**src/rtl/bon_match_logger.sv**
```systemverilog
`default_nettype none
// ----------------------------------------------------------------------------
// bon_match_logger : logs matcher hit addresses into a FIFO, counts matches,
//                    optional count check against the matcher result.
// Optional feature macro: BON_LOGGER_CHECK_EN
// Rev 1.0
// ----------------------------------------------------------------------------
module bon_match_logger #(
  parameter int ADDR_W = 10,
  parameter int CNT_W  = 10,
  parameter int DEPTH  = 16
) (
  input  logic              clk_i,
  input  logic              rst_ni,
  input  logic              start_i,
  input  logic              flag_i,
  input  logic [ADDR_W-1:0] addr_i,
  input  logic              fin_i,
  input  logic [CNT_W-1:0]  result_i,
  input  logic              rd_req_i,
  output logic [ADDR_W-1:0] rd_data_o,
  output logic              rd_valid_o,
  output logic              empty_o,
  output logic              full_o,
  output logic              overflow_o,
  output logic              done_o,
  output logic [CNT_W-1:0]  match_cnt_o,
  output logic              mismatch_o
);

  localparam int AW = $clog2(DEPTH);

  typedef enum logic [1:0] {
    IDLE = 2'd0,
    RUN  = 2'd1,
    DONE = 2'd2
  } state_e;

  state_e            state_q, state_d;
  logic [ADDR_W-1:0] mem_q [DEPTH];
  logic [AW-1:0]     wptr_q, wptr_d, rptr_q, rptr_d;
  logic [AW:0]       occ_q, occ_d;
  logic              empty_q, empty_d, full_q, full_d;
  logic              ovf_q, ovf_d, rv_q, rv_d;
  logic [ADDR_W-1:0] rdata_q, rdata_d;
  logic [CNT_W-1:0]  cnt_q, cnt_d, cnt_inc;
  logic              active, clear, pop, push;

  always_comb begin
    state_d = state_q;
    wptr_d  = wptr_q;
    rptr_d  = rptr_q;
    occ_d   = occ_q;
    ovf_d   = ovf_q;
    cnt_d   = cnt_q;
    rdata_d = rdata_q;
    rv_d    = 1'b0;

    // Logging only happens in RUN while start is still held.
    active  = (state_q == RUN) && start_i;
    clear   = (state_q == IDLE) && start_i;
    pop     = rd_req_i && !empty_q;
    push    = active && flag_i && (!full_q || pop);
    cnt_inc = (&cnt_q) ? cnt_q : cnt_q + 1'b1;

    case (state_q)
      IDLE:    if (start_i) state_d = RUN;
      RUN: begin
        if (!start_i)   state_d = IDLE;
        else if (fin_i) state_d = DONE;
      end
      DONE:    if (!start_i) state_d = IDLE;
      default: state_d = IDLE;
    endcase

    if (pop) begin
      rv_d    = 1'b1;
      rdata_d = mem_q[rptr_q];
      rptr_d  = rptr_q + 1'b1;
    end
    if (push) wptr_d = wptr_q + 1'b1;

    case ({push, pop})
      2'b10:   occ_d = occ_q + 1'b1;
      2'b01:   occ_d = occ_q - 1'b1;
      default: occ_d = occ_q;
    endcase

    if (active && flag_i) begin
      cnt_d = cnt_inc;
      if (!push) ovf_d = 1'b1;
    end

    if (clear) begin
      wptr_d = '0;
      rptr_d = '0;
      occ_d  = '0;
      cnt_d  = '0;
      ovf_d  = 1'b0;
    end

    empty_d = (occ_d == '0);
    full_d  = (occ_d == (AW+1)'(DEPTH));
  end

  always_ff @(posedge clk_i or negedge rst_ni) begin
    if (!rst_ni) begin
      state_q <= IDLE;
      wptr_q  <= '0;
      rptr_q  <= '0;
      occ_q   <= '0;
      empty_q <= 1'b1;
      full_q  <= 1'b0;
      ovf_q   <= 1'b0;
      cnt_q   <= '0;
      rdata_q <= '0;
      rv_q    <= 1'b0;
    end else begin
      state_q <= state_d;
      wptr_q  <= wptr_d;
      rptr_q  <= rptr_d;
      occ_q   <= occ_d;
      empty_q <= empty_d;
      full_q  <= full_d;
      ovf_q   <= ovf_d;
      cnt_q   <= cnt_d;
      rdata_q <= rdata_d;
      rv_q    <= rv_d;
    end
  end

  always_ff @(posedge clk_i) begin
    if (push) mem_q[wptr_q] <= addr_i;
  end

`ifdef BON_LOGGER_CHECK_EN
  logic mm_q, mm_d;

  // The compare uses the count including a flag in the fin cycle.
  always_comb begin
    mm_d = mm_q;
    if (active && fin_i)
      mm_d = ((flag_i ? cnt_inc : cnt_q) != result_i);
    if (clear) mm_d = 1'b0;
  end

  always_ff @(posedge clk_i or negedge rst_ni) begin
    if (!rst_ni) mm_q <= 1'b0;
    else         mm_q <= mm_d;
  end

  assign mismatch_o = mm_q;
`else
  logic unused_result;
  assign unused_result = ^result_i;
  assign mismatch_o    = 1'b0;
`endif

  assign rd_data_o   = rdata_q;
  assign rd_valid_o  = rv_q;
  assign empty_o     = empty_q;
  assign full_o      = full_q;
  assign overflow_o  = ovf_q;
  assign done_o      = (state_q == DONE);
  assign match_cnt_o = cnt_q;

endmodule
`default_nettype wire

```
**config.mk**
```make
export PLATFORM = sky130hd
export DESIGN_NAME = bon_match_logger
export DESIGN_NICKNAME = d
export VERILOG_FILES = /design/src/rtl/bon_match_logger.sv
export SDC_FILE = /design/constraint.sdc
export NUM_CORES = 1
export LEC_CHECK = 0
export ABC_CLOCK_PERIOD_IN_PS = 4000
export CAP_MARGIN = 20
export CORE_MARGIN = 5
export CORE_UTILIZATION = 50
export DETAILED_ROUTE_END_ITERATION = 8
export GPL_TIMING_DRIVEN = 0
export HOLD_SLACK_MARGIN = 0.03
export PLACE_DENSITY = 0.67
export REMOVE_ABC_BUFFERS = 1
export SLEW_MARGIN = 20
export SYNTH_ARGS = -nofsm -noshare
export SYNTH_HDL_FRONTEND = slang
export SYNTH_SLANG_ARGS = --single-unit
```
**constraint.sdc**
```tcl
create_clock -name clk_i -period 4 [get_ports clk_i]
set_clock_uncertainty 0.2 [all_clocks]
set_input_delay 1 -clock clk_i [delete_from_list [all_inputs] [get_ports clk_i]]
set_output_delay 1 -clock clk_i [all_outputs]
set_load 0.02 [all_outputs]
```
After elaboration in Yosys (flattened, before gate mapping):

Memories as Yosys holds them, arrays and structs flattened. A register that Yosys moved wholly into a read port is not among the register bits.
Cells that the tools add are included.

* $add $sub $neg: 5
* equal/unequal tests: 10
* muxes and demuxes: 20
* reduce and logical (&&, ||, !) cells: 18

Operator list (count)
* 10-bit 2-to-1 mux: 3
* 4-bit 2-to-1 mux: 4
* 10-bit by 1-bit adder with 10-bit output (second input constant): 1
* 5-bit one-hot mux with 2 select lines: 1
* 10-bit AND reduction: 1
* 4-bit by 1-bit adder with 4-bit output (second input constant): 2
* 2-bit 2-to-1 mux: 4
* 2-bit != test (second input constant): 4
* 1-bit 2-to-1 mux: 6
* 2-bit one-hot mux with 3 select lines: 1
* 2-bit nonzero test: 3
* 5-bit by 1-bit adder with 5-bit output (second input constant): 1
* 5-bit equality test (second input constant): 1
* 1-bit logical AND: 5
* 5-bit logical NOT: 1
* 5-bit 2-to-1 mux: 1
* 5-bit by 1-bit subtractor with 5-bit output (second input constant): 1
* 2-bit by 1-bit equality test with 1-bit output (second input constant): 2
* 2-bit equality test (second input constant): 2
* 2-bit AND reduction: 2
* 1-bit logical NOT: 3
* 3-bit != test (second input constant): 1
* 3-bit AND reduction: 1
* 2-bit logical NOT: 1
* 1-bit logical OR: 1

* register bits after elaboration: 29
* bits in writable memories: 160
* output and inout bits: 26
* logic and storage cells: 63
* memories kept: 1

Memory list
* mem_q: depth 16, bits a word 10, rd ports 1, clocked after Yosys merged registers in 1, wr ports 1, RTL line 40 `logic [ADDR_W-1:0] mem_q [DEPTH];`

Longest topological paths before layout:

Gate-level depths: netlist of run 1.

* depth after elaboration: 8
* depth in mapped cells: 12

Worst setup path before layout of run 1:

No wires, ideal clock.

* path type: in2reg
* from: in start_i
* to: reg full_q, in the netlist full_o
* arrival time: 3118 ps
* path slack: 577 ps
* stages: 12
* cells stage by stage: and4b_1 a21boi_0 inv_1 ha_1 clkbuf_1 xor2_1 ha_1 a21oi_1 mux2i_1 xor2_1 nand2_1 nor4b_1

* word-level cells in the longest chain between the ends: 7
* elaborated cells between the ends (all ways): 9
* those cells by class: 3 x eq/ne; 2 x mux; 4 x reduce/logical

Ends and longest elaborated chain
* from (decl): RTL line 15 `input logic start_i,`
* 1-bit logical AND: RTL line 60 `active = (state_q == RUN) && start_i;`
* 1-bit logical AND (2 in series): RTL line 63 `push = active && flag_i && (!full_q || pop);`
* 2-bit by 1-bit equality test with 1-bit output or 2-bit equality test (tied branches): RTL line 83 `case ({push, pop})`
* 5-bit one-hot mux with 2 select lines: RTL line 83
* 5-bit 2-to-1 mux *: RTL line 94 `if (clear) begin`
* 5-bit equality test *: RTL line 103 `full_d = (occ_d == (AW+1)'(DEPTH));`
* net full_d: RTL line 43 `logic empty_q, empty_d, full_q, full_d;`
* to (signal assigned): RTL line 124 `full_q <= full_d;`
* to (decl): RTL line 43

Mark *: on every way through the listed nets, which the timed path passes. The rest lies on a longest branch.
A chain may end at the register's enable or synchronous reset.

Worst setup path in the final report of run 1:

Ends and elaborated chain as after synthesis.

==> results.yml, run 1 <==
status:
  status: "completed"
sta:
  finalCritPeriodShare: 0.949
  final_setup_violations: 0
  layout_min_cycle_time_ns: 3.79
  hold_violations: 0
  timing_worst_slew_pin_value_ns: 0.764
  postLayoutSetupSlackWorst_ns: 0.205
  max_freq_ghz: 0.264
  slew_limit_fails: 0
  rsz_0062_raised_after_global_routing: "false"
  timing.max_slew.rel_slack: 0.491
setup_path:
  rr_worst_depth: 11
  worst-path-max-fanout: 8
  crit_required_ns: 4.13
  worstSetupPathType: "input port to flip-flop"
  timing.critical_path.from_type: "input port"
  critPathArrivalTime_ns: 3.92
  crit-reg2reg-capture: "full_o$_DFF_PN0_"
  crit_path_end_kind: "flip-flop"
  crit-reg2reg-launch: "empty_o$_DFF_PN1_"
  regToRegSetupSlack_ns: 0.83
logic_synthesis:
  yosysTopAreaCellShare: 0.592
  postSynth.topFlopCell: "sky130_fd_sc_hd__edfxtp_1"
  most_common_cell_in_the_netlist: "sky130_fd_sc_hd__edfxtp_1"
  synth.top_cells.by_area: "sky130_fd_sc_hd__edfxtp_1 (59%), sky130_fd_sc_hd__dfrtp_1 (12%), sky130_fd_sc_hd__mux4_2 (7.5%)"
  yosys.cell_types.count: 44
  synth_async_sr_flop_share: 0.196
  yosys_register_bits: 199
  synth_sequential_area_ratio: 0.712
  most_frequent_cells_after_synthesis: "sky130_fd_sc_hd__edfxtp_1 (160), sky130_fd_sc_hd__dfrtp_1 (38), sky130_fd_sc_hd__nor2_1 (29)"
  syn_avg_cell_area_um2: 18.1
  netlist_instances: 448
  ys_warn_count: 0
  synth.largest_area_cell: "sky130_fd_sc_hd__edfxtp_1"
  syn-cell-area_um2: 8120
  count_of_flip_flops_with_a_built_in_enable_after_synthesis: 160
placement:
  place_congestion: 0.747
  port-buffer-count: 40
  placedCellCount: 683
  hpwl_mm: 9.48
  pre_cts_ws_ns: -1.47
pwr:
  ir_drop_uv: 352
  pwr_per_cell_area_nw_per_um2: 589
  static-leakage-power_nw: 3.20
drt:
  drt_first_pass_iters: 4
  via_count: 4128
  vias_per_cell: 5.74
  drt_first_iter_violations: 342
  detail_route_antenna_nets: 0
  wl_per_cell_um: 21.5
  drc_errors: 0
  routed_wl_mm: 15.4
floorplanning:
  dieArea_um2: 18900
  die_h_um: 137
  starting_utilization_of_the_core_area: 0.511
  rows: 46
  dieWidth_um: 137
  floorplan.core_area_um2: 15900
  io_pins: 52
flow_run:
  maxCapViolations: 0
finish:
  syn_to_final_growth_pct: 16.2
  layout.cells.non_filler: 719
  finalNetCount: 525
  antenna-diode-count: 0
  drive_above_1_share: 0.167
min_path:
  hold-path-cell-count: 2
  hp-start: "overflow_o$_DFFE_PN0P_"
  hold_path_end: "overflow_o$_DFFE_PN0P_"
  min_path_type: "flip-flop to flip-flop"
clock_tree:
  cts_buffers: 17
  cts.reportedPaths.clkPinSlew_ns: 0.07
  cts_hold_repair.buffers: 0
  tritoncts_clock_tree: "done"
  clock_latency_at_the_later_pin_of_the_worst_skew_pair_ns: 0.43
  htree_num_levels: 4
  cts_sink_count: 199
  clock_tree.root_cell: "sky130_fd_sc_hd__clkbuf_16"
  cts-root-to-sink-buffers: 2
global_route:
  grt_pass1_vias: 4339
  grt_pass1_wl_mm: 24.3
  gr-total-overflow: 0
  initial_antenna_violation_count: 0
  grt_start_max_net_pins: 32
  groute.usage.overall: 0.176
## cell type report
cell class	instances	area, um^2
inverter	7	26.3
sequential	199	5790
clock buffer	21	440
multi-input combinational	216	2210
timing repair buffer	49	520
fill	1185	6460
tap	216	270
clock inverter	11	171
## state kept, by name, indices dropped and copies added (netlist names)
signal / flops
rptr_q: 4
state_q: 2
wptr_q: 4
overflow_o: 1
rd_valid_o: 1
rd_data_o: 10
mem_q: 160
full_o: 1
match_cnt_o: 10
occ_q: 5
empty_o: 1
## power by group
part	leakage, nW	switching [mW]	internal [mW]
clock network	0.294	0.722	1.05
logic	0.957	0.573	0.687
registers	1.95	0.170	2.35
## timing repair
item | 4_1_cts | 5_1_grt
buffers inserted | 0 | 4
setup endpoints to repair | 127 | 3
pin swaps | 0 | 0
gates resized for setup | 5 | 1
## critical path: stages
cell and delay (ns):
sky130_fd_sc_hd__clkdlybuf4s50_1 0.51, sky130_fd_sc_hd__and4b_1 0.29, sky130_fd_sc_hd__a21boi_4 0.25, sky130_fd_sc_hd__inv_1 0.15
sky130_fd_sc_hd__ha_1 0.31, sky130_fd_sc_hd__xor2_1 0.19, sky130_fd_sc_hd__ha_1 0.22, sky130_fd_sc_hd__a21oi_1 0.17
sky130_fd_sc_hd__mux2i_1 0.25, sky130_fd_sc_hd__xor2_1 0.25, sky130_fd_sc_hd__nand2_1 0.08, sky130_fd_sc_hd__nor4b_1 0.24
## logic make-up (layout without fill, tap and decap cells)
family	Yosys count	count (layout)	share of synthesized area
AOI/OAI and AO/OA	28	28	0.0267
xor gates and xnor gates	18	18	0.0194
adders and majority gates	9	9	0.0139
buffers and inverters	33	88	0.0194
DFF	199	199	0.712
muxes	63	63	0.147
other	1	1	0.000462
and+or+nand+nor	97	97	0.0609
## how the worst max path moves through the flow
stage / start / end / slack, ns / depth (start not counted)
6_report: start_i / full_o$_DFF_PN0_ / 0.21 / 12
5_1_grt: start_i / full_o$_DFF_PN0_ / 0.01 / 12
4_1_cts: start_i / full_o$_DFF_PN0_ / 0.04 / 12
3_5_place_dp: rd_req_i / full_o$_DFF_PN0_ / -1.47 / 12
3_3_place_gp: rd_req_i / full_o$_DFF_PN0_ / -1.45 / 12
2_1_floorplan: rd_req_i / full_o$_DFF_PN0_ / -0.06 / 11
## per-layer routing
metal	share of wire	wire [um]	track usage	up-vias
met4	0.017	259	0.0615	0
li1	-	-	-	1849
met2	0.51	7880	0.292	87
met1	0.44	6740	0.233	2172
met3	0.037	565	0.0347	20
met5	0	0	0	-
## metrics by stage
step	power, mW	TNS, ns	utilization	cell area, um^2	hold WS [ns]
floorplan	3.35	-0.0568	-	7990	0.275
global placement	3.76	-108.48	0.545	8660	0.284
detailed placement	3.81	-119.45	0.552	8760	0.300
CTS	5.57	0	0.591	9390	0.313
global route	5.79	0	0.594	9430	0.343
finish	5.55	0	0.594	9430	0.305
## cell usage in the layout (no fill, tap or decap), types with 3 or more instances in the layout
master / n
sky130_fd_sc_hd__inv_1: 7
sky130_fd_sc_hd__clkbuf_16: 17
sky130_fd_sc_hd__edfxtp_1: 160
sky130_fd_sc_hd__clkdlybuf4s50_1: 39
sky130_fd_sc_hd__nor3_1: 16
sky130_fd_sc_hd__mux2_2: 10
sky130_fd_sc_hd__nand3_1: 5
sky130_fd_sc_hd__xor2_1: 8
sky130_fd_sc_hd__bufinv_16: 4
sky130_fd_sc_hd__a21oi_1: 6
sky130_fd_sc_hd__nor2b_1: 3
sky130_fd_sc_hd__xnor2_1: 10
sky130_fd_sc_hd__o21ai_0: 3
sky130_fd_sc_hd__buf_4: 4
sky130_fd_sc_hd__and4_1: 4
sky130_fd_sc_hd__clkbuf_1: 4
sky130_fd_sc_hd__mux4_1: 13
sky130_fd_sc_hd__mux2i_1: 13
sky130_fd_sc_hd__dfrtp_1: 35
sky130_fd_sc_hd__a221o_1: 10
sky130_fd_sc_hd__nand2_1: 13
sky130_fd_sc_hd__and2_1: 13
sky130_fd_sc_hd__ha_1: 9
sky130_fd_sc_hd__nor2_1: 28
sky130_fd_sc_hd__mux4_2: 27
Power figures use the tool's default switching activity.
==> run 2: changes to the inputs <==
--- a/config.mk
+++ b/config.mk
@@ -5,6 +5,7 @@
 export SDC_FILE = /design/constraint.sdc
 export NUM_CORES = 1
 export LEC_CHECK = 0
+export ABC_AREA = 1
 export ABC_CLOCK_PERIOD_IN_PS = 4000
 export CAP_MARGIN = 20
 export CORE_MARGIN = 5
==> results.yml, run 2 <==
finish:
  drive_above_1_share: 0.0915
  filler_cell_count: 1308
  finalNetCount: 831
  antenna-diode-count: 0
  largest_register: "mem_q"
  register_area_um2: 5790
  layout.cells.non_filler: 1029
  syn_to_final_growth_pct: 14.3
  final_cell_mix: "sky130_fd_sc_hd__nand2_1 (234), sky130_fd_sc_hd__edfxtp_1 (160), sky130_fd_sc_hd__nand3_1 (92)"
  largest_register_ff_count: 160
  multi_input_area_um2: 2360
  mostFrequentLayoutCell: "sky130_fd_sc_hd__nand2_1"
logic_synthesis:
  yosys.cell_types.count: 34
  most_common_cell_in_the_netlist: "sky130_fd_sc_hd__nand2_1"
  yosysTopAreaCellShare: 0.571
  ys_warn_count: 0
  yosys_register_bits: 199
  synth_async_sr_flop_share: 0.196
  count_of_flip_flops_with_a_built_in_enable_after_synthesis: 160
  syn-cell-area_um2: 8410
  most_frequent_cells_after_synthesis: "sky130_fd_sc_hd__nand2_1 (234), sky130_fd_sc_hd__edfxtp_1 (160), sky130_fd_sc_hd__nand3_1 (92)"
  synth.top_cells.by_area: "sky130_fd_sc_hd__edfxtp_1 (57%), sky130_fd_sc_hd__dfrtp_1 (11%), sky130_fd_sc_hd__nand2_1 (10%)"
  netlist_instances: 766
  synth_sequential_area_ratio: 0.688
  syn_avg_cell_area_um2: 11.0
  synth.largest_area_cell: "sky130_fd_sc_hd__edfxtp_1"
  postSynth.topFlopCell: "sky130_fd_sc_hd__edfxtp_1"
floorplanning:
  io_pins: 52
  dieArea_um2: 19500
  starting_utilization_of_the_core_area: 0.509
  rows: 47
  dieWidth_um: 140
  floorplan.core_area_um2: 16500
  die_h_um: 140
placement:
  placedCellCount: 993
  hpwl_mm: 11.2
  port-buffer-count: 40
  place_congestion: 0.811
drt:
  drt_first_pass_iters: 5
  routed_wl_mm: 18.9
  detail_route_antenna_nets: 0
  via_count: 5690
  drc_errors: 0
  vias_per_cell: 5.53
  drt_first_iter_violations: 532
  wl_per_cell_um: 18.4
sta:
  hold_violations: 0
  slew_limit_fails: 0
  rsz_0062_raised_after_global_routing: "false"
  max_freq_ghz: 0.279
  setup_tns_ns: 0
  final_setup_violations: 0
  finalCritPeriodShare: 0.896
  timing_worst_slew_pin_value_ns: 1.02
  layout_min_cycle_time_ns: 3.58
  timing.max_slew.rel_slack: 0.315
setup_path:
  worst-path-max-fanout: 15
  rr_worst_depth: 14
  crit_path_end_kind: "flip-flop"
  worstSetupPathType: "input port to flip-flop"
  crit-reg2reg-launch: "empty_o$_DFF_PN1_"
  crit_required_ns: 4.15
  crit-reg2reg-capture: "empty_o$_DFF_PN1_"
  regToRegSetupSlack_ns: 0.95
  timing.critical_path.from_type: "input port"
  critPathArrivalTime_ns: 3.73
clock_tree:
  cts.reportedPaths.clkPinSlew_ns: 0.07
  cts_buffers: 17
  clock_tree.root_cell: "sky130_fd_sc_hd__clkbuf_16"
  cts_sink_count: 199
  tritoncts_clock_tree: "done"
  htree_num_levels: 4
  cts_hold_repair.buffers: 0
  cts-root-to-sink-buffers: 2
  clock_latency_at_the_later_pin_of_the_worst_skew_pair_ns: 0.43
global_route:
  grt_pass1_vias: 5436
  gr-total-overflow: 0
  grt_start_max_net_pins: 82
  groute.usage.overall: 0.195
  initial_antenna_violation_count: 0
  grt_pass1_wl_mm: 29.2
pwr:
  static-leakage-power_nw: 3.60
  pwr_per_cell_area_nw_per_um2: 586
  ir_drop_uv: 378
status:
  status: "completed"
min_path:
  min_path_type: "flip-flop to flip-flop"
  hold_path_end: "state_q[0]$_DFFE_PN0P_"
  hp-start: "state_q[0]$_DFFE_PN0P_"
  hold-path-cell-count: 1
flow_run:
  maxCapViolations: 0
## run 2: cell types whose count changed in the layout (fill, tap and decap cells not counted), moves of 17 or more
cell,delta
sky130_fd_sc_hd__a21oi_1,+55
sky130_fd_sc_hd__inv_1,+17
sky130_fd_sc_hd__mux4_2,-27
sky130_fd_sc_hd__nand2_1,+221
sky130_fd_sc_hd__nand3_1,+87
## run 2: repair_timing
| action | 4_1_cts | 5_1_grt |
|---|---|---|
| setup buffers | 0 | 3 |
| endpoints found under the setup margin | 43 | 2 |
| cloned | 0 | 0 |
| gates resized for setup | 1 | 0 |
| pin swaps | 0 | 1 |
## run 2: kinds of logic (layout without fill, tap and decap cells)
group / Yosys count / after routing / synth area share
buf+inv: 69 / 112 / 0.0368
flops: 199 / 199 / 0.688
simple gates: 389 / 389 / 0.194
compound gates: 91 / 91 / 0.0598
other cells: 1 / 1 / 0.000446
fa+ha+maj: 9 / 9 / 0.0134
xor+xnor: 7 / 7 / 0.00729
mux: 1 / 1 / 0.00119
## run 2: how the worst max path moves through the flow
stage                                from                  endpoint  depth (start not counted)
floorplan           rptr_q[0]$_DFFE_PN0P_  rd_data_o[0]$_DFFE_PN0P_                          7
global placement    rptr_q[0]$_DFFE_PN0P_  rd_data_o[5]$_DFFE_PN0P_                          7
detailed placement               rd_req_i         empty_o$_DFF_PN1_                         16
CTS                              rd_req_i         empty_o$_DFF_PN1_                         16
global route                     rd_req_i         empty_o$_DFF_PN1_                         16
finish                           rd_req_i         empty_o$_DFF_PN1_                         16
## run 2: routing by layer
metal	vias up	track usage	routed length (um)
met4	0	0.0770	410
met1	2792	0.251	8000
met2	173	0.327	9450
met3	26	0.0391	1030
li1	2699	-	-
met5	-	0	0
## run 2: layout make-up
type / instances / area share
multi-input cells: 498 / 0.245
clock buffers: 18 / 0.0446
repair buffers: 48 / 0.0536
clock inverters: 14 / 0.0126
inverters: 32 / 0.0135
flip-flops and latches: 199 / 0.602
well taps: 220 / 0.0286
## run 2: per-stage QoR
stage               utilization  instance area, um^2  hold slack, ns  setup WS [ns]  total power [mW]
global route              0.582                 9610           0.359          0.245              5.92
CTS                       0.579                 9580           0.325         0.0286              5.65
floorplan                     -                 8230           0.281          0.406              3.48
finish                    0.582                 9610           0.337          0.416              5.64
detailed placement        0.546                 9020           0.304         -0.782              4.07
global placement          0.539                 8900           0.294          -1.44              4.01
## run 2: report_power, final
part / switching, mW / internal, mW
combinational: 0.950 / 0.546
clock: 0.783 / 0.815
sequential: 0.186 / 2.36
total: 1.92 / 3.72
## run 2: worst max-delay path, stage by stage
cell and delay, ns:
sky130_fd_sc_hd__clkdlybuf4s50_1 0.45, sky130_fd_sc_hd__inv_1 0.06, sky130_fd_sc_hd__nor2_4 0.19, sky130_fd_sc_hd__inv_2 0.20, sky130_fd_sc_hd__nand2_1 0.12, sky130_fd_sc_hd__nand2_2 0.13
sky130_fd_sc_hd__ha_1 0.30, sky130_fd_sc_hd__nand2_1 0.10, sky130_fd_sc_hd__inv_1 0.05, sky130_fd_sc_hd__nor2_1 0.12, sky130_fd_sc_hd__ha_1 0.25, sky130_fd_sc_hd__mux2i_1 0.18
sky130_fd_sc_hd__a21oi_1 0.10, sky130_fd_sc_hd__a21oi_1 0.16, sky130_fd_sc_hd__nand2_1 0.09, sky130_fd_sc_hd__nor2_1 0.21
==> run 3: changes to the inputs <==
--- a/config.mk
+++ b/config.mk
@@ -15,7 +15,7 @@
 export HOLD_SLACK_MARGIN = 0.03
 export PLACE_DENSITY = 0.67
 export REMOVE_ABC_BUFFERS = 1
-export SLEW_MARGIN = 20
+export SLEW_MARGIN = 10
 export SYNTH_ARGS = -nofsm -noshare
 export SYNTH_HDL_FRONTEND = slang
 export SYNTH_SLANG_ARGS = --single-unit
==> results.yml, run 3 (synthesis results as in run 2) <==
status:
  status: "completed"
global_route:
  groute.usage.overall: 0.198
  gr-total-overflow: 0
  initial_antenna_violation_count: 0
  grt_pass1_vias: 5524
  grt_pass1_wl_mm: 29.9
  grt_start_max_net_pins: 56
setup_path:
  crit_path_end_kind: "flip-flop"
  cpLargestDelayFamily: "simple AND/OR/NAND/NOR gates"
  crit_chain: "clkdlybuf4s50_1 > inv_1 > nor2_4 > inv_2 > nand2_1 > nand2_2 > ha_1 > nand2_1 > inv_1 > nor2_1 > ha_1 > mux2i_1 > a21oi_1 > a21oi_1 > nand2_1 > nor2_1"
  regToRegSetupSlack_ns: 0.91
  timing.critical_path.from_type: "input port"
  cp-endpoint: "empty_o$_DFF_PN1_"
  worst-path-max-fanout: 15
  worstSetupPathType: "input port to flip-flop"
  critPathArrivalTime_ns: 3.77
  critical_path.startpoint: "rd_req_i"
  rr_worst_depth: 14
  count_of_buffering_cells_on_the_critical_path_with_inverters_included: 4
  crit-reg2reg-launch: "empty_o$_DFF_PN1_"
  crit_required_ns: 4.12
  critical-path-top-cell-by-count: "sky130_fd_sc_hd__nand2_1"
  timing.critical_path.depth: 16
  critPathSlowestCell: "sky130_fd_sc_hd__clkdlybuf4s50_1"
  crit-reg2reg-capture: "empty_o$_DFF_PN1_"
  crit_path_max_incr_delay_ns: 0.46
floorplanning:
  starting_utilization_of_the_core_area: 0.509
  dieWidth_um: 140
  die_h_um: 140
  io_pins: 52
  dieArea_um2: 19500
  floorplan.core_area_um2: 16500
  rows: 47
finish:
  antenna-diode-count: 0
  register_area_um2: 5790
  layout.cells.non_filler: 1043
  largest_register_ff_count: 160
  mostFrequentLayoutCell: "sky130_fd_sc_hd__nand2_1"
  syn_to_final_growth_pct: 15.9
  finalNetCount: 845
  largest_register: "mem_q"
  drive_above_1_share: 0.0911
  finalCoreUtilization: 0.590
  multi_input_area_um2: 2320
  final_cell_mix: "sky130_fd_sc_hd__nand2_1 (234), sky130_fd_sc_hd__edfxtp_1 (160), sky130_fd_sc_hd__nand3_1 (92)"
  filler_cell_count: 1298
placement:
  placedCellCount: 1005
  port-buffer-count: 40
  place_congestion: 0.811
  hpwl_mm: 12.1
sta:
  timing.max_slew.rel_slack: 0.318
  rsz_0062_raised_after_global_routing: "false"
  setup_tns_ns: 0
  layout_min_cycle_time_ns: 3.65
  slew_limit_fails: 0
  finalCritPeriodShare: 0.912
  hold_violations: 0
  final_setup_violations: 0
  max_freq_ghz: 0.274
  timing_worst_slew_pin_value_ns: 1.02
pwr:
  p_int_mw: 3.81
  comb_power_share: 0.268
  net_switching_mw: 1.87
  share_seq_of_total_power: 0.448
  static-leakage-power_nw: 3.70
  clock_power_share: 0.284
  netSwitchingFraction: 0.329
  ir_drop_uv: 342
  pwr_per_cell_area_nw_per_um2: 583
flow_run:
  maxCapViolations: 0
drt:
  drt_first_pass_iters: 5
  drc_errors: 0
  via_count: 5744
  routed_wl_mm: 19.2
  detail_route_antenna_nets: 0
  wl_per_cell_um: 18.4
  drt_first_iter_violations: 562
  vias_per_cell: 5.51
clock_tree:
  clock_tree.root_cell: "sky130_fd_sc_hd__clkbuf_16"
  cts_buffers: 17
  cts.reportedPaths.clkPinSlew_ns: 0.07
  htree_num_levels: 4
  tritoncts_clock_tree: "done"
  cts-root-to-sink-buffers: 2
  clock_latency_at_the_later_pin_of_the_worst_skew_pair_ns: 0.42
  cts_sink_count: 199
  cts_hold_repair.buffers: 0
min_path:
  min_path_type: "input port to asynchronous set/reset pin"
==> run 3: cell count changes in the layout (fill, tap and decap cells not counted), moves of 2 or more <==
cell                         delta
sky130_fd_sc_hd__buf_12         +2
sky130_fd_sc_hd__buf_6         +12
sky130_fd_sc_hd__clkbuf_16      +2
sky130_fd_sc_hd__clkinvlp_4     -2
sky130_fd_sc_hd__inv_4          +4
sky130_fd_sc_hd__inv_8          -4
sky130_fd_sc_hd__nor2_1        +13
sky130_fd_sc_hd__nor2_2        -13
==> run 3: area by class of cell <==
type                       count  share of cell area
clock buffer                  23              0.0515
timing repair buffer          62              0.0688
clock inverter                 9             0.00629
tap                          220              0.0282
inverter                      32              0.0130
multi-input combinational    498               0.238
sequential                   199               0.594
==> run 3: metal layers <==
metal	up-vias	wire length, um	track usage
met5	-	0	0
met2	168	9780	0.328
li1	2727	-	-
met1	2831	8190	0.265
met4	0	287	0.0678
met3	18	966	0.0360
==> run 3: how the worst min path moves through the flow <==
| stage | slack [ns] | to |
|---|---|---|
| 2_1_floorplan | 0.28 | state_q[0]$_DFFE_PN0P_ |
| 3_3_place_gp | 0.29 | state_q[0]$_DFFE_PN0P_ |
| 3_5_place_dp | 0.31 | overflow_o$_DFFE_PN0P_ |
| 4_1_cts | 0.22 | match_cnt_o[5]$_DFFE_PN0P_ |
| 5_1_grt | 0.24 | match_cnt_o[9]$_DFFE_PN0P_ |
| 6_report | 0.25 | occ_q[3]$_DFF_PN0_ |
==> run 3: what timing repair did <==
action,in CTS,in global routing
resized for setup,1,0
buffers inserted,0,3
endpoints found under the hold margin,0,0
endpoints found under the setup margin,53,3
pin swaps,0,1
==> run 3: stage by stage <==
stage               worst slack, ns  cell area (um^2)  power (mW)  hold slack, ns
floorplan                     0.406              8230        3.48           0.281
global placement              -1.44              8900        4.01           0.294
detailed placement           -0.791              9130        4.08           0.306
CTS                          0.0122              9690        5.68           0.220
global route                  0.213              9750        5.96           0.240
finish                        0.351              9750        5.68           0.245
==> run 3: power groups by stage <==
| stage | logic, mW | clock network (mW) | registers (mW) |
|---|---|---|---|
| after floorplan | 0.833 | 0 | 2.64 |
| after global placement | 1.35 | 0 | 2.66 |
| after global routing | 1.69 | 1.71 | 2.56 |
| after detailed placement | 1.50 | 0 | 2.59 |
| after CTS | 1.51 | 1.63 | 2.54 |
| final | 1.52 | 1.61 | 2.54 |
